$ cat src/rtl/word_array_mem_if.sv
// Access bus for word_array_mem: request signals from the master,
// read data, status and error strobes back from the array.
interface word_array_mem_if #(
  parameter int WIDTH  = 8,
  parameter int ADDR_W = 4
) ();
  logic              sel;
  logic              op;
  logic [ADDR_W-1:0] addr;
  logic [WIDTH-1:0]  in_bus;
  logic              clr;
  logic [WIDTH-1:0]  out_bus;
  logic              out_valid;
  logic              busy;
  logic              err;

  modport master (
    output sel, op, addr, in_bus, clr,
    input  out_bus, out_valid, busy, err
  );

  modport slave (
    input  sel, op, addr, in_bus, clr,
    output out_bus, out_valid, busy, err
  );
endinterface

$ cat src/rtl/word_array_mem.sv
// DEPTH x WIDTH word array with registered reads, a one-word-per-cycle
// bulk clear and registered error/valid strobes.
module word_array_mem #(
  parameter  int WIDTH  = 8,
  parameter  int DEPTH  = 16,
  localparam int ADDR_W = $clog2(DEPTH)
) (
  input logic             clk,
  input logic             rst_n,
  word_array_mem_if.slave bus
);
  typedef enum logic {IDLE, CLEAR} state_t;

  localparam logic [ADDR_W:0]   DEPTH_X  = (ADDR_W+1)'(DEPTH);
  localparam logic [ADDR_W-1:0] LAST_PTR = ADDR_W'(DEPTH - 1);

  state_t            state_q, state_d;
  logic [ADDR_W-1:0] ptr_q, ptr_d;
  logic [WIDTH-1:0]  mem [DEPTH];
  logic [WIDTH-1:0]  out_bus_q, out_bus_d;
  logic              out_valid_q, out_valid_d;
  logic              err_q, err_d;
  logic              wr_en;
  logic              in_range;

  // Extra bit lets DEPTH itself be compared when DEPTH is a power of two.
  assign in_range = {1'b0, bus.addr} < DEPTH_X;

  always_ff @(posedge clk or negedge rst_n) begin
    if (!rst_n) begin
      state_q <= IDLE;
      ptr_q   <= '0;
    end else begin
      state_q <= state_d;
      ptr_q   <= ptr_d;
    end
  end

  always_comb begin
    state_d = state_q;
    ptr_d   = ptr_q;
    case (state_q)
      IDLE: begin
        if (bus.clr) begin
          state_d = CLEAR;
          ptr_d   = '0;
        end
      end
      CLEAR: begin
        if (ptr_q == LAST_PTR) begin
          state_d = IDLE;
          ptr_d   = '0;
        end else begin
          ptr_d = ptr_q + ADDR_W'(1);
        end
      end
      default: state_d = IDLE;
    endcase
  end

  // A clear request wins over a simultaneous access; the access only errs.
  always_comb begin
    wr_en       = 1'b0;
    err_d       = 1'b0;
    out_valid_d = 1'b0;
    out_bus_d   = out_bus_q;
    case (state_q)
      IDLE: begin
        if (bus.clr) begin
          err_d     = bus.sel;
          out_bus_d = '0;
        end else if (bus.sel) begin
          if (!in_range) begin
            err_d = 1'b1;
          end else if (bus.op) begin
            wr_en = 1'b1;
          end else begin
            out_valid_d = 1'b1;
            out_bus_d   = mem[bus.addr];
          end
        end
      end
      CLEAR:   err_d = bus.sel;
      default: err_d = 1'b0;
    endcase
  end

  always_ff @(posedge clk or negedge rst_n) begin
    if (!rst_n) begin
      for (int i = 0; i < DEPTH; i++) mem[i] <= '0;
      out_bus_q   <= '0;
      out_valid_q <= 1'b0;
      err_q       <= 1'b0;
    end else begin
      out_bus_q   <= out_bus_d;
      out_valid_q <= out_valid_d;
      err_q       <= err_d;
      if (state_q == CLEAR) begin
        mem[ptr_q] <= '0;
      end else if (wr_en) begin
        mem[bus.addr] <= bus.in_bus;
      end
    end
  end

  assign bus.out_bus   = out_bus_q;
  assign bus.out_valid = out_valid_q;
  assign bus.err       = err_q;
  assign bus.busy      = (state_q == CLEAR);
endmodule

$ cat src/flat_wrapper.sv
// flat-port wrapper written by rule: the top's interface ports become plain ports
module word_array_mem_flat 
#(
  parameter  int WIDTH  = 8,
  parameter  int DEPTH  = 16,
  localparam int ADDR_W = $clog2(DEPTH)
)
  (clk, rst_n, bus_sel, bus_op, bus_addr, bus_in_bus, bus_clr, bus_out_bus, bus_out_valid, bus_busy, bus_err);
  word_array_mem_if #(.WIDTH(WIDTH), .ADDR_W(4)) bus_i ();
  input logic clk;
  input logic rst_n;
  input wire logic [$bits(bus_i.sel)-1:0] bus_sel;
  input wire logic [$bits(bus_i.op)-1:0] bus_op;
  input wire logic [$bits(bus_i.addr)-1:0] bus_addr;
  input wire logic [$bits(bus_i.in_bus)-1:0] bus_in_bus;
  input wire logic [$bits(bus_i.clr)-1:0] bus_clr;
  output wire logic [$bits(bus_i.out_bus)-1:0] bus_out_bus;
  output wire logic [$bits(bus_i.out_valid)-1:0] bus_out_valid;
  output wire logic [$bits(bus_i.busy)-1:0] bus_busy;
  output wire logic [$bits(bus_i.err)-1:0] bus_err;
  assign bus_i.sel = bus_sel;
  assign bus_i.op = bus_op;
  assign bus_i.addr = bus_addr;
  assign bus_i.in_bus = bus_in_bus;
  assign bus_i.clr = bus_clr;
  assign bus_out_bus = bus_i.out_bus;
  assign bus_out_valid = bus_i.out_valid;
  assign bus_busy = bus_i.busy;
  assign bus_err = bus_i.err;
  word_array_mem #(.WIDTH(WIDTH), .DEPTH(DEPTH)) u_core (.clk(clk), .rst_n(rst_n), .bus(bus_i));
endmodule
$ cat config.mk
export PLATFORM = sky130hd
export DESIGN_NAME = word_array_mem_flat
export DESIGN_NICKNAME = d
export VERILOG_FILES = /design/src/rtl/word_array_mem_if.sv /design/src/rtl/word_array_mem.sv /design/src/flat_wrapper.sv
export SDC_FILE = /design/constraint.sdc
export NUM_CORES = 1
export LEC_CHECK = 0
export ABC_AREA = 1
export CORE_MARGIN = 1
export CORE_UTILIZATION = 55
export CTS_CLUSTER_SIZE = 30
export DETAILED_ROUTE_END_ITERATION = 10
export GPL_ROUTABILITY_DRIVEN = 0
export PLACE_DENSITY_LB_ADDON = 0.15
export SETUP_SLACK_MARGIN = 0.4
export SLEW_MARGIN = 40
export SYNTH_ARGS = -nofsm -noshare
export SYNTH_HDL_FRONTEND = slang
export SYNTH_SLANG_ARGS = --single-unit
$ cat constraint.sdc
create_clock -name clk -period 2.45 [get_ports clk]
set_input_delay 0.49 -clock clk [delete_from_list [all_inputs] [get_ports clk]]
set_output_delay 0.49 -clock clk [all_outputs]
set_load 0.01 [all_outputs]
# ---- Yosys cells after proc, flatten, opt, wreduce, memory -nomap -nowiden
# Index checks and enable logic that the tools add are counted.
# Widths: inputs -> output; s select.
dict set report word_totals {
  latch_bits 0
  elab_cells 68
  inputBits 17
  ramBits 0
  mem_count 0
  rom_bits 0
  register_bits 143
  output_inout_bits 11
}
dict set report classes {
  reduce_logical 5
  addsub 1
  shift 0
  n_eq_ne 3
  bitwise 5
  div_mod_pow 0
  n_mul 0
  n_mux 29
  n_lt_le_gt_ge 4
}
# cell n
set ops {}
lappend ops {{$mux 128} 2}
lappend ops {{$and 128x128->128} 1}
lappend ops {{$bwmux 128} 1}
lappend ops {{$not 128->128} 1}
lappend ops {{$demux 8 s4} 2}
lappend ops {{$mux 8} 7}
lappend ops {{$bmux 8 s4} 1}
lappend ops {{$mux 1} 11}
lappend ops {{$ge 5x5->1 const B} 2}
lappend ops {{$lt 5x1->1 const B} 2}
lappend ops {{$not 4->5} 2}
lappend ops {{$mux 4} 2}
lappend ops {{$pmux 4 s2} 1}
lappend ops {{$add 4x1->4 const B} 1}
lappend ops {{$eq 4x4->1 const B} 1}
lappend ops {{$pmux 1 s2} 2}
lappend ops {{$reduce_bool 2->1} 2}
lappend ops {{$reduce_and 3->1} 1}
lappend ops {{$logic_and 1x1->1} 2}
lappend ops {{$ne 2x1->1 const B} 1}
lappend ops {{$ne 2x2->1 const B} 1}
lappend ops {{$not 1->1} 1}

# ---- Depth between registers and ports, before layout
# Gate-level depths: netlist of the first run.
dict set report depth {
  word_depth 8
  depth_mapped 11
  depth_no_buf 9
}

# ---- Least setup slack after synthesis of the first run
# No wires, ideal clock.
dict set report synth_path {
  kind {input to register}
  start {input port bus_addr[0]}
  end {register u_core.mem[109] (netlist bit)}
  stages 8
  t_required_ps 2321
  setup_ps 129
  setup_slack_ps 822
  arrival_ps 1499
  path_buffers 2
  cell_sequence {buf_6 inv_4 nand2_1 nor3_4 nand2_4 buf_6 nand3_1 o21ai_2}
}
dict set report synth_between {
  elab_chain_cells 8
  word_cells_on_any_way 9
  classes_between {order compare (2); mux (5); bitwise (1); reduce/logical (1)}
}
# item line
set synth_rtl {}
lappend synth_rtl {{start: declaration} flat_wrapper.sv:14} ;# input wire logic [$bits(bus_i.addr)-1:0] bus_addr;
lappend synth_rtl {{$not 4->5 (not written as such) (*)} word_array_mem.sv:101} ;# mem[bus.addr] <= bus.in_bus;
lappend synth_rtl {{$ge 5x5->1 (not written as such) or $lt 5x1->1 (tied branches)} word_array_mem.sv:101}
lappend synth_rtl {{$logic_and 1x1->1 (not written as such)} word_array_mem.sv:101}
lappend synth_rtl {{$mux 8 (not written as such)} word_array_mem.sv:101}
lappend synth_rtl {{$demux 8 s4 (*)} word_array_mem.sv:101}
lappend synth_rtl {{$bwmux 128 (*)} word_array_mem.sv:101}
lappend synth_rtl {{$mux 128 (*)} word_array_mem.sv:100} ;# end else if (wr_en) begin
lappend synth_rtl {{$mux 128 (*)} word_array_mem.sv:98} ;# if (state_q == CLEAR) begin
lappend synth_rtl {{end signal: indexed assignment} word_array_mem.sv:101}
lappend synth_rtl {{end: declaration} word_array_mem.sv:19} ;# logic [WIDTH-1:0] mem [DEPTH];
# Every way passes the cells marked *; elsewhere a longest branch is shown, timed or not. The select of a mux whose other input is x is not followed.
# A chain may end at the register's enable or synchronous reset.

# ---- Final worst setup path of the first run
dict set report layout_path {
  start {register u_core.state_q (netlist: u_core.bus.busy)}
  end {output port bus_busy}
}
# item line
set layout_lines {}
lappend layout_lines {{start: declaration} word_array_mem.sv:17} ;# state_t state_q, state_d;
lappend layout_lines {{start signal: assignment} word_array_mem.sv:34} ;# state_q <= state_d;
lappend layout_lines {{end: declaration} flat_wrapper.sv:19} ;# output wire logic [$bits(bus_i.busy)-1:0] bus_busy;
# No word-level cell between the ends.

==> results of run 1 <==
==> placed cells by master, fill, tap and decap left out <==
master / netlist / layout
dfrtp_2: 0 / 1
buf_4: 2 / 26
inv_4: 1 / 1
nor2_4: 3 / 3
nor2_1: 5 / 5
buf_2: 10 / 1
nand3_1: 84 / 84
clkinv_2: 0 / 5
xnor2_1: 1 / 1
o21ai_2: 20 / 20
o21ai_0: 50 / 49
ha_1: 5 / 5
nand2_4: 4 / 4
o22ai_1: 50 / 50
o21bai_1: 1 / 1
clkbuf_1: 20 / 4
nor3_2: 1 / 1
clkbuf_8: 0 / 5
bufinv_16: 0 / 1
a21oi_1: 1 / 1
nor3_4: 1 / 1
inv_2: 3 / 3
nand2_2: 2 / 2
dlygate4sd3_1: 0 / 1
o21ai_1: 48 / 49
nand3_4: 10 / 10
inv_1: 73 / 73
clkbuf_16: 0 / 17
xor2_1: 1 / 1
clkdlybuf4s50_1: 0 / 25
buf_12: 0 / 3
nand2_1: 332 / 332
buf_6: 10 / 1
dfrtp_1: 143 / 142
==> worst min path at each step <==
stage	start	to	slack [ns]	cells after the start
after floorplan	rst_n	u_core.bus.busy$_DFF_PN0_	0.19	0
after global placement	rst_n	u_core.mem[95]$_DFFE_PN0P_	0.44	1
after detailed placement	rst_n	u_core.mem[91]$_DFFE_PN0P_	0.44	1
after CTS	u_core.bus.out_bus[5]$_DFFE_PN0P_	u_core.bus.out_bus[5]$_DFFE_PN0P_	0.48	2
after global routing	u_core.bus.out_bus[5]$_DFFE_PN0P_	u_core.bus.out_bus[5]$_DFFE_PN0P_	0.50	2
final	u_core.bus.out_bus[5]$_DFFE_PN0P_	u_core.bus.out_bus[5]$_DFFE_PN0P_	0.48	2
==> routing by layer <==
layer | up-vias | global-route usage (%)
met5 | - | 0
met4 | 0 | 10.6
met3 | 44 | 7.06
met2 | 283 | 48.1
met1 | 2950 | 43.5
li1 | 2949 | -
==> area by class of cell <==
class | instances | area (µm²)
Inverter | 77 | 292
Clock inverter | 6 | 55.1
Fill cell | 1076 | 4440
Tap cell | 172 | 215
Multi-Input combinational cell | 619 | 3050
Clock buffer | 26 | 509
Sequential cell | 143 | 3580
Timing Repair Buffer | 57 | 532
==> worst register-to-register path, cell delays in order (launching register included) <==
cell     delay [ns]
dfrtp_2        0.49
nor2_4         0.16
inv_2          0.12
nor2_4         0.24
buf_4          0.24
nand3_4        0.15
nand2_2        0.21
o22ai_1        0.10
==> where the power goes <==
part	switching, mW	internal (mW)	total (mW)
clock	0.952	1.52	2.47
sequential	0.126	2.50	2.63
combinational	0.733	0.292	1.03
total	1.81	4.32	6.13
==> registers in the layout, indices dropped and copies added, names as in the netlist <==
signal                count
u_core.bus.out_valid      1
u_core.bus.out_bus        8
u_core.bus.err            1
u_core.mem              128
u_core.bus.busy           1
u_core.ptr_q              4
==> cell families (layout without fill, tap and decap cells) <==
family	Yosys count	after routing	share of synthesized area (%)
flip-flops	143	143	49.7
AND/OR/NAND/NOR	442	442	27.5
XOR/XNOR	2	2	0.244
buffers and inverters	122	166	7.88
adder cells (fa/ha/maj)	5	5	0.870
AO/OA/AOI/OAI	170	170	13.8
==> synth_stat cells (3+ instances only) <==
library cell / number
clkbuf_1: 20
inv_1: 73
o21ai_1: 48
nand3_1: 84
nor2_1: 5
nand2_4: 4
ha_1: 5
o21ai_2: 20
buf_2: 10
inv_2: 3
nor2_4: 3
nand3_4: 10
dfrtp_1: 143
o22ai_1: 50
nand2_1: 332
buf_6: 10
o21ai_0: 50
==> per-stage QoR <==
stage | area, µm² | worst slack [ns] | cells
floorplan | 7190 | 0.822 | 884
global placement | 7630 | 0.111 | 1065
detailed placement | 7630 | 0.0512 | 1065
CTS | 8200 | 0.434 | 1098
global route | 8230 | 0.371 | 1100
finish | 8230 | 0.444 | 1100
==> what timing repair did <==
item                       in CTS  in global routing
pin swaps                       0                  1
hold endpoints to repair       41                  0
setup endpoints to repair       1                  8
hold buffers                    1                  0
gates resized for setup         1                  1
buffers inserted                0                  2
==> results by group, run 1 <==
Setup path
  • CP max stage delay: around 0.60 ns
  • Reg-to-reg critical path startpoint: u_core.bus.busy$_DFF_PN0_
  • Crit start category: flop
  • Critical-path cell list: clkdlybuf4s50_1
  • Worst Setup SP: u_core.bus.busy$_DFF_PN0_
  • Cell family with most CP delay: buffers and inverters
  • CP max stage cell: clkdlybuf4s50_1
  • Internal reg-to-reg setup slack: approximately 0.6 ns
  • R2R Path End: u_core.mem[57]$_DFFE_PN0P_
  • Crit. End Element: primary output
  • Max FO, Critical Path: 10
  • Critical Path RT: between 1.5 and 2 ns
  • Critical path arrival: 1.52 ns
  • Critical path destination: bus_busy
  • R2r worst-path depth: 7
  • Critical path depth: 1
  • CP bufs+invs: 1
  • Critical path class: flop to primary output

Detailed routing
  • Post-Route M1 WL: around 8.5 mm
  • WL final: 19.3 mm
  • Routed via count: approximately 6.2k
  • Drt wl/cell: around 18 µm
  • Detailed route wirelength on metal3: about 1.4 mm
  • Routed wl met2: a little under 9 mm
  • DRC: 0
  • DR pass1 iterations: 6
  • Vias per inst: roughly 5.7
  • Post-DRT Antenna Nets: 0
  • Detailed Route Iter0 Violations: around 720
  • Uppermost routed layer: met4

STA
  • Slew margin rel.: between 60% and 70%
  • RSZ-0062 raised after global routing: false
  • Post-route setup TNS: 0 ns
  • Clock period minus final worst setup slack: about 2 ns
  • Final number of hold-violating endpoints: 0
  • Setup violators final: 0
  • Maximum achievable frequency: 0.498 GHz
  • Layout Skew: ~0.0094 ns
  • Tightest Pin Transition: 0.587 ns
  • Final Cycle Share: between 80% and 90%
  • Worst hold slack: ~0.48 ns
  • Fin. max-slew vios: 0

Global routing
  • All-Layer GR Usage: about 31%
  • Vias in the first global route: around 6k
  • Largest net degree at the start of global routing: 54
  • Gr ovfl total: 0
  • Initial antenna violation count: 0
  • Global-route wire length before repair: between 30 and 40 mm

Clock network
  • Clk buf depth: 2
  • Worst skew pair latency: around 0.43 ns
  • CTS Buf Count: 17
  • Clock Tree Root: clkbuf_16
  • Clk sinks: approximately 140
  • TritonCTS clock tree: done
  • Clock transition at path regs: roughly 0.06 ns
  • Htree depth: 4

Power and ir drop
  • Cell area power density: about 740 nW/µm²
  • Pwr Total: just over 6 mW
  • Peak supply drop: about 0.49 mV
  • Total leakage power: between 4 and 5 nW

Synth
  • Synth Flop Type: dfrtp_1
  • Synthesis Warnings: 0
  • Async set or reset register ratio after synthesis: 100%
  • Post-synth EDFFs: 0
  • Synth cell types: 28
  • Synthesized Nets: roughly 900
  • Largest area contributor in the netlist: dfrtp_1
  • Yosys top cell area share: about half
  • Syn avg cell area: between 8 and 9 µm²
  • Cell count after synthesis: 884
  • Area contributors post-synth: dfrtp_1 50%, nand2_1 17%, nand3_1 5.8%, o22ai_1 4.3%, inv_1 3.8%
  • Register bit total from synthesis: about 140
  • Syn Std Cell Area: slightly above 7000 µm²
  • Post-synthesis sequential area ratio: approximately 50%

Finish
  • Share of cells above drive strength 1: roughly 11%
  • Layout area overhead: 14.4%
  • N_diodes: 0
  • Post-Route Utilization: around two thirds
  • Nets: approximately 940

Floorplanning
  • Row Count: 41
  • Core area: around 13000 µm²
  • Die height: between 100 and 150 µm
  • Ports: 28
  • Starting Density: 56.8%
  • Die width: roughly 120 µm
  • Die area: between 10000 and 15000 µm²

Status
  • Status: finished, final reports clean

Job
  • Max-cap viol count: 0

Placed design
  • Post-DP HPWL: roughly 13 mm
  • Port Buf Inserts: 27

Min path
  • Worst hold-check path type: flop to flop
Power figures use the tool's default switching activity.
==> run 2: changes to the inputs <==
clock period = 2.06 ns   (was 2.45 ns; I/O delays follow)
==> run 2 against run 1 <==
Flip-flop and latch count stayed put. Final cell count is 2.5% higher. Die area stayed put. First-iteration DRC count is 6.5% higher. Clock-buffer cell count is 2 lower. Combinational power is 30% higher. Critical path type is now input pin to flop. Largest power group unchanged. Highest routed layer unchanged.
==> results by group, run 2 (same netlist as run 1, synthesis figures left out) <==
Status
  • Status: finished, final reports clean

Power and ir drop
  • Internal: 5.06 mW (+17%)
  • Sequential group share of total power: 42.5% (-0.4 points)
  • Clock share of power: 39.2% (-1.2 points)
  • Combinational power share: 18.3% (+1.6 points)
  • Switching share of power: 30.8% (+1.2 points)
  • Peak supply drop: 0.764 mV (+55%)
  • Pwr Total: 7.31 mW (+19%)
  • Total leakage power: 4.24 nW (+4.3%)
  • Psw: 2.25 mW (+24%)
  • Cell area power density: 858 nW/µm² (+15%)

STA
  • Maximum achievable frequency: 0.589 GHz
  • Clock period minus final worst setup slack: 1.70 ns
  • Layout Skew: 0.00788 ns (-0.00155 ns)
  • RSZ-0062 raised after global routing: true
  • Final number of hold-violating endpoints: 0 (unchanged)
  • Slew margin rel.: 50.1% (-11 points)
  • Final Cycle Share: ~80%
  • Post-route setup TNS: 0 ns (unchanged)
  • Fin. max-slew vios: 0 (unchanged)
  • Setup violators final: 0 (unchanged)
  • Tightest Pin Transition: 0.747 ns (+0.160 ns)

Job
  • Max-cap viol count: 0 (unchanged)

Setup path
  • Crit. End Element: flop
  • Reg-to-reg critical path startpoint: u_core.bus.busy$_DFF_PN0_
  • Internal reg-to-reg setup slack: 0.40 ns (-0.20 ns)
  • Critical path arrival: 2.04 ns (+0.52 ns)
  • R2R Path End: u_core.mem[57]$_DFFE_PN0P_
  • R2r worst-path depth: 8 (+1)
  • Critical Path RT: 2.40 ns (+0.44 ns)
  • Critical path class: input pin to flop
  • Max FO, Critical Path: 7 (-3)
  • Crit start category: input pin

Clock network
  • Worst skew pair latency: 0.42 ns (about the same)
  • Clock Tree Root: clkbuf_16
  • Clk sinks: 143 (unchanged)
  • TritonCTS clock tree: done
  • Htree depth: 4 (unchanged)
  • Clk buf depth: 2 (unchanged)
  • CTS Buf Count: 17 (unchanged)
  • Clock transition at path regs: 0.06 ns (about the same)

Finish
  • Nets: 965 (+3.0%)
  • Share of cells above drive strength 1: 14.9% (+3.5 points)
  • FILL cells: 1073 (-0.28%)
  • N_diodes: 0 (unchanged)
  • Post-Layout Cell Count: 1128 (+2.5%)
  • Top reg by flops: u_core.mem
  • Most common cell after layout, fill and taps aside: nand2_1
  • Layout area overhead: 18.4%
  • Highest-count cells in the layout ignoring fill and taps: 327 x nand2_1, 143 x dfrtp_1, 83 x nand3_1
  • Max reg flops: 128 (unchanged)

Placed design
  • Post-DP HPWL: 12.9 mm (-0.79%)
  • Port Buf Inserts: 27 (unchanged)
  • Dpl cells: 1085 (+1.9%)

Global routing
  • Global-route wire length before repair: 31.5 mm (+1.5%)
  • Vias in the first global route: 6107 (+4.4%)
  • All-Layer GR Usage: 31.2% (about the same)
  • Initial antenna violation count: 0 (unchanged)
  • Gr ovfl total: 0 (unchanged)
  • Largest net degree at the start of global routing: 64 (+19%)

Detailed routing
  • DR pass1 iterations: 6 (unchanged)
  • Detailed Route Iter0 Violations: 769 (+6.5%)
  • Vias per inst: 5.69 (+0.46%)
  • Routed via count: 6414 (+3.0%)
  • DRC: 0 (unchanged)
  • WL final: 20.0 mm (+3.5%)
  • Drt wl/cell: 17.7 µm (+0.90%)
  • Post-DRT Antenna Nets: 0 (unchanged)

Floorplanning
  • Die width: 116 µm (unchanged)
  • Core area: 12700 µm² (unchanged)
  • Ports: 28 (unchanged)
  • Die area: 13500 µm² (unchanged)
  • Die height: 116 µm (unchanged)
  • Row Count: 41 (unchanged)
  • Starting Density: 56.8% (unchanged)

Min path
  • Worst hold-check path type: input pin to asynchronous set/reset pin
## run 2: changes by cell type in the layout (fill, tap and decap cells not counted), sizes merged, moves of 2 or more
cell and delta:
clkbuf -2, nand3 +3, dlygate4sd2 +11, clkdlybuf4s50 -12, buf +25, clkinvlp +3
## run 2: routing by layer
metal	global-route usage, %	vias to the layer above	wire length, µm
met4	11.0	0	417
met3	6.38	36	1400
met2	48.1	281	9450
met5	0	-	0
li1	-	3011	-
met1	43.7	3086	8680
## run 2: cell type report
cell class	count	area [µm²]	share of cell area, %
Inverter	77	300	3.52
Multi-Input combinational cell	622	3100	36.4
Clock inverter	8	56.3	0.661
Sequential cell	143	3580	42.0
Timing Repair Buffer	82	769	9.03
Clock buffer	24	502	5.89
Tap cell	172	215	2.53
## run 2: how the worst max path moves through the flow
| stage | start | end | slack, ns |
|---|---|---|---|
| 2_1_floorplan | u_core.bus.busy$_DFF_PN0_ | u_core.mem[109]$_DFFE_PN0P_ | 0.50 |
| 3_3_place_gp | bus_addr[1] | u_core.mem[42]$_DFFE_PN0P_ | 0.007 |
| 3_5_place_dp | bus_addr[1] | u_core.bus.out_bus[5]$_DFFE_PN0P_ | -0.04 |
| 4_1_cts | u_core.bus.busy$_DFF_PN0_ | bus_busy | 0.34 |
| 5_1_grt | u_core.bus.busy$_DFF_PN0_ | u_core.mem[118]$_DFFE_PN0P_ | 0.31 |
| 6_report | bus_op | u_core.mem[57]$_DFFE_PN0P_ | 0.36 |
## run 2: metrics by stage
stage / utilization (%) / setup WS (ns) / instance area, µm² / hold WS, ns
global route: 67.2 / 0.314 / 8520 / 0.488
detailed placement: 61.9 / -0.0410 / 7840 / 0.346
floorplan: - / 0.500 / 7190 / 0.116
global placement: 61.9 / 0.00691 / 7840 / 0.347
finish: 67.2 / 0.362 / 8520 / 0.462
CTS: 66.3 / 0.342 / 8400 / 0.470
## run 2: critical path, cell delays in order
cell and delay [ns]:
clkdlybuf4s50_1 0.49, nand2_1 0.19, nor2_4 0.23, buf_4 0.26
nand3_4 0.12, buf_4 0.18, o22ai_1 0.16
## run 2: power groups by stage
| stage | Clock, mW | Combinational [mW] | Sequential [mW] |
|---|---|---|---|
| after floorplan | 0 | 0.777 | 3.12 |
| after global placement | 0 | 1.22 | 3.14 |
| after detailed placement | 0 | 1.25 | 3.15 |
| after CTS | 2.89 | 1.27 | 3.10 |
| after global routing | 3.02 | 1.45 | 3.12 |
| final | 2.87 | 1.34 | 3.11 |
## run 2: what timing repair did
action / 4_1_cts / 5_1_grt
endpoints found under the setup margin: 12 / 89
endpoints found under the hold margin: 36 / 0
setup buffers: 1 / 5
gates resized for setup: 11 / 22
cloned: 0 / 4
hold buffers: 1 / 0
pin swaps: 0 / 2
==> run 3: changes to the inputs <==
clock period = 1.5 ns   (was 2.06 ns; I/O delays follow)
==> run 3 against run 2 <==
The flow now finishes with violations (setup timing). Sequential power up 38%. Via count up 14%. Flip-flop and latch count unchanged. Clock-buffer cell count down 5. Core utilization up 13 points. Combinational power rose to 2.5 times the previous value. Register-to-register slack worse by 0.41 ns. Worst setup slack worse by 0.37 ns. Design area up 19%. Non-clock buffer count up 57. Critical path depth up 1. Highest routed layer unchanged.
==> results by group, run 3 (same netlist as run 1, synthesis figures left out) <==
Status
  • Status: finished, violations left
  • Violations in the final reports: setup timing

Global routing
  • Largest net degree at the start of global routing: 43 (-33%)
  • Gr ovfl total: 0 (unchanged)
  • All-Layer GR Usage: 34.7% (+3.5 points)
  • Initial antenna violation count: 0 (unchanged)
  • Vias in the first global route: 6560 (+7.4%)
  • Global-route wire length before repair: 34.4 mm (+9.1%)

STA
  • Fin. max-slew vios: 0 (unchanged)
  • Slew margin rel.: 70.6% (+20 points)
  • Final number of hold-violating endpoints: 0 (unchanged)
  • Post-route setup TNS: -0.0105 ns (-0.0105 ns)
  • Maximum achievable frequency: ~0.66 GHz
  • Layout Skew: 0.00787 ns (-0.00000971 ns)
  • Clock period minus final worst setup slack: roughly 1.5 ns
  • Setup violators final: 2 (+2)
  • RSZ-0062 raised after global routing: true
  • Worst hold slack: 0.353 ns (-0.109 ns)
  • Final setup margin: -0.00756 ns (-0.370 ns)
  • Final Cycle Share: 101%
  • Tightest Pin Transition: 0.441 ns (-0.306 ns)

Clock network
  • Clk buf depth: 2 (unchanged)
  • TritonCTS clock tree: done
  • Htree depth: 4 (unchanged)
  • Clock transition at path regs: 0.07 ns (about the same)
  • CTS Buf Count: 17 (unchanged)
  • Clock Tree Root: clkbuf_16
  • Worst skew pair latency: 0.44 ns (+0.02 ns)
  • Clk sinks: 143 (unchanged)

Setup path
  • Max FO, Critical Path: 8 (+1)
  • R2R Path End: u_core.mem[19]$_DFFE_PN0P_
  • Internal reg-to-reg setup slack: -0.008 ns (-0.41 ns)
  • Critical path arrival: 1.82 ns (-0.22 ns)
  • Crit. End Element: flop
  • R2r worst-path depth: 8 (unchanged)
  • Critical Path RT: 1.81 ns (-0.59 ns)
  • Crit start category: flop
  • Reg-to-reg critical path startpoint: u_core.bus.busy$_DFF_PN0_
  • Critical path class: flop to flop

Finish
  • Post-Route Utilization: 80.2% (+13 points)
  • Post-Layout Cell Count: 1194 (+5.9%)
  • Highest-count cells in the layout ignoring fill and taps: 319 x nand2_1, 141 x dfrtp_1, 75 x nand3_2
  • Nets: 1031 (+6.8%)
  • FILL cells: 752 (-30%)
  • Most common cell after layout, fill and taps aside: nand2_1
  • Layout area overhead: 41.3%
  • Max reg flops: 128 (unchanged)
  • Share of cells above drive strength 1: 35.2% (+20 points)
  • Top reg by flops: u_core.mem
  • N_diodes: 0 (unchanged)

Floorplanning
  • Ports: 28 (unchanged)
  • Core area: 12700 µm² (unchanged)
  • Die width: 116 µm (unchanged)
  • Row Count: 41 (unchanged)
  • Die height: 116 µm (unchanged)
  • Starting Density: 56.8% (unchanged)
  • Die area: 13500 µm² (unchanged)

Detailed routing
  • WL final: 25.3 mm (+27%)
  • Post-DRT Antenna Nets: 0 (unchanged)
  • Drt wl/cell: 21.2 µm (+20%)
  • DRC: 0 (unchanged)
  • Routed via count: 7344 (+14%)
  • DR pass1 iterations: 6 (unchanged)
  • Vias per inst: 6.15 (+8.2%)
  • Detailed Route Iter0 Violations: 787 (+2.3%)

Power and ir drop
  • Total leakage power: 4.70 nW (+11%)
  • Cell area power density: 1150 nW/µm² (+34%)
  • Peak supply drop: 0.917 mV (+20%)
  • Pwr Total: 11.7 mW (+60%)

Min path
  • Worst hold-check path type: input pin to asynchronous set/reset pin

Placed design
  • Dpl cells: 1100 (+1.4%)
  • Post-DP HPWL: 13.7 mm (+6.3%)
  • Port Buf Inserts: 27 (unchanged)

Job
  • Max-cap viol count: 0 (unchanged)
[run 3: through the flow]
| stage | area [µm²] | setup WS (ns) |
|---|---|---|
| floorplan | 7350 | -0.0585 |
| global placement | 8120 | -0.425 |
| detailed placement | 8120 | -0.503 |
| CTS | 9250 | 0.0334 |
| global route | 10200 | -0.0715 |
| finish | 10200 | -0.00756 |
[run 3: final cells by class]
class | instances | area [µm²] | area share, %
Clock buffer | 19 | 433 | 4.26
Clock inverter | 13 | 118 | 1.16
Inverter | 77 | 314 | 3.09
Multi-Input combinational cell | 631 | 4090 | 40.2
Sequential cell | 143 | 3580 | 35.2
Tap cell | 172 | 215 | 2.12
Timing Repair Buffer | 139 | 1420 | 13.9
[run 3: worst max-delay path by stage]
stage / from / to / slack (ns) / cells after the start
after floorplan: u_core.bus.busy$_DFF_PN0_ / u_core.mem[109]$_DFFE_PN0P_ / -0.06 / 8
after global placement: bus_addr[1] / u_core.mem[17]$_DFFE_PN0P_ / -0.42 / 7
after detailed placement: bus_op / u_core.mem[64]$_DFFE_PN0P_ / -0.50 / 7
after CTS: u_core.bus.busy$_DFF_PN0_ / u_core.mem[81]$_DFFE_PN0P_ / 0.03 / 8
after global routing: u_core.bus.busy$_DFF_PN0_ / u_core.mem[38]$_DFFE_PN0P_ / -0.07 / 8
final: u_core.bus.busy$_DFF_PN0_ / u_core.mem[19]$_DFFE_PN0P_ / -0.008 / 8
[run 3: metal layers]
metal / GRT usage (%) / vias to the layer above / part of all wire (%) / wire length [µm]
met5: 0 / - / 0 / 0
li1: - / 3175 / - / -
met2: 52.7 / 468 / 47 / 12000
met3: 9.65 / 142 / 9.5 / 2410
met1: 45.4 / 3559 / 38 / 9550
met4: 17.9 / 0 / 5.4 / 1360
[run 3: critical path, stage by stage, from the launching register on]
cell and delay (ns):
dfrtp_1 0.41, nor2_4 0.12, inv_4 0.06, nor2_4 0.10
buf_12 0.14, buf_4 0.13, nand3_4 0.13, o21ai_4 0.17
o22ai_1 0.12
[run 3: timing repair]
item | in CTS | in global routing
setup endpoints to repair | 152 | 153
buffers inserted | 27 | 20
resized for setup | 128 | 141
hold buffers | 1 | 0
cloned | 5 | 9
hold endpoints to repair | 37 | 0
pin swaps | 14 | 24
[run 3: power breakdown]
part,leakage [nW],switching (mW),total (mW),internal [mW]
Clock,0.244,1.75,4.02,2.27
Combinational,2.48,2.08,3.38,1.31
Sequential,1.98,0.188,4.28,4.09
==> patch (flow settings as in run 3) <==
`ADDR_W` is set to 4 in 2 places; all go to 3.
--- a/src/rtl/word_array_mem_if.sv
+++ b/src/rtl/word_array_mem_if.sv
@@ -4,3 +4,3 @@
   parameter int WIDTH  = 8,
-  parameter int ADDR_W = 4
+  parameter int ADDR_W = 3
 ) ();
--- a/src/flat_wrapper.sv
+++ b/src/flat_wrapper.sv
@@ -8,3 +8,3 @@
   (clk, rst_n, bus_sel, bus_op, bus_addr, bus_in_bus, bus_clr, bus_out_bus, bus_out_valid, bus_busy, bus_err);
-  word_array_mem_if #(.WIDTH(WIDTH), .ADDR_W(4)) bus_i ();
+  word_array_mem_if #(.WIDTH(WIDTH), .ADDR_W(3)) bus_i ();
   input logic clk;
Interface: changed (resized bus_addr); port bits go from 28 to 27. The function was not compared with the original's and may differ.
==> patch against run 3 <==
Count of clock-buffer cells in the layout decreased by 7; sequential cell count decreased by 64; largest power group unchanged; synthesized area decreased by 42%; total power decreased by 43%; clock power decreased by 53%; utilization decreased by 2.3 points; wire length decreased by 49%; critical path type unchanged; design area decreased by 44%; highest routed layer unchanged; via count decreased by 45%; setup slack improved by 0.079 ns; sequential power decreased by 39%.
==> patch: results (changes against run 3) <==
metric,value,unit,change
status,"complete, no violations",,
Synth top cells by count,"nand2_1, inv_1, dfrtp_1, nand3_1, o21ai_1",,
Clock Latency Late Sink,0.37,ns,-0.07 ns
CTS buffer count,9,,-8
First-pass DRT Iterations,5,,-1
final-layout fill cell count,499,,-34%
fin. max-slew vios,0,,unchanged
GRT Overall Usage,34.3,%,-0.35 points
number of flip-flops in the largest register,64,,-50%
DP HPWL,8.20,mm,-40%
share of layout cells above drive strength 1,29.8,%,-5.5 points
register area share after synthesis,47.3,%,-2.4 points
Worst Skew,0.0147,ns,+0.00683 ns
largest cells by area after synthesis,"dfrtp_1, nand2_1, nand3_1",,
leakage,2.87,nW,-39%
clock transition at the registers of the reported paths,0.09,ns,+0.02 ns
R2R setup slack,0.07,ns,+0.08 ns
vias,4015,,-45%
Synth cell types,26,,-7.1%
WL/cell,18.0,um,-15%
# H-tree levels,3,,-1
DR iter-0 viols,537,,-32%
nets,633,,-39%
first-pass GRT wire length,19.7,mm,-43%
Worst slew margin,71.9,%,+1.3 points
vias in the first global route,3937,,-40%
largest net degree at the start of global routing,32,,-26%
Peak VDD IR,1.08,mV,+18%
[patch: cell types whose count changed after synthesis, sizes merged, moves of 19 or more]
cell and change:
nand2 -152, o21ai -74, dfrtp -64, o22ai -48
nand4 +21, clkbuf -20, nand3 -19
[patch: final timing paths]
check	start	endpoint	cells after the start
max	u_core.bus.busy$_DFF_PN0_	u_core.mem[122]$_DFFE_PN0P_	7
min	rst_n	u_core.mem[67]$_DFFE_PN0P_	2
max reg2reg	u_core.bus.busy$_DFF_PN0_	u_core.mem[122]$_DFFE_PN0P_	7
min reg2reg	u_core.mem[70]$_DFFE_PN0P_	u_core.mem[70]$_DFFE_PN0P_	2
max in group asynchronous	rst_n	u_core.mem[81]$_DFFE_PN0P_	3
min in group clk	u_core.mem[70]$_DFFE_PN0P_	u_core.mem[70]$_DFFE_PN0P_	2
[patch: kinds of logic after synthesis]
kind of cell | after synthesis | synth area share [%]
compound gates | 49 | 7.01
xor+xnor | 2 | 0.419
fa+ha+maj | 4 | 1.20
buf+inv | 100 | 10.1
flops | 79 | 47.3
simple gates | 296 | 33.9
[patch: repair_timing]
item                                    CTS  global route
cloned                                    4             1
setup buffers                            14             1
endpoints found under the setup margin   89            90
pin swaps                                18             3
hold endpoints to repair                 28             0
resized for setup                        83            45
hold buffers                              1             0
[patch: stage by stage]
| step | instances | setup TNS, ns | util [%] | hold WS, ns | setup WS, ns |
|---|---|---|---|---|---|
| finish | 717 | 0 | 77.9 | 0.406 | 0.0716 |
| CTS | 715 | 0 | 75.2 | 0.426 | 0.0935 |
| global placement | 680 | -16.65 | 68.1 | 0.262 | -0.276 |
| floorplan | 530 | 0 | - | 0.00441 | 0.256 |
| global route | 717 | 0 | 77.9 | 0.462 | 0.0114 |
| detailed placement | 680 | -18.62 | 68.1 | 0.267 | -0.314 |
[patch: final cells by class]
| type | instances | area [um^2] | area share (%) |
|---|---|---|---|
| Inverter | 85 | 324 | 5.70 |
| Clock buffer | 12 | 155 | 2.73 |
| Timing Repair Buffer | 84 | 875 | 15.4 |
| Clock inverter | 4 | 76.3 | 1.34 |
| Tap cell | 99 | 124 | 2.18 |
| Sequential cell | 79 | 1980 | 34.8 |
| Multi-Input combinational cell | 354 | 2150 | 37.8 |
[patch: metal layers]
| layer | up-vias | share of wire [%] | track usage (%) |
|---|---|---|---|
| met3 | 46 | 7.2 | 4.89 |
| met5 | - | 0 | 0 |
| met4 | 0 | 4.5 | 20.3 |
| li1 | 1863 | - | - |
| met2 | 183 | 49 | 55.2 |
| met1 | 1923 | 39 | 44.3 |
[patch: power breakdown]
group / switching, mW / leakage [nW] / internal, mW
combinational: 1.28 / 1.68 / 0.880
sequential: 0.212 / 1.08 / 2.40
clock: 0.844 / 0.113 / 1.04
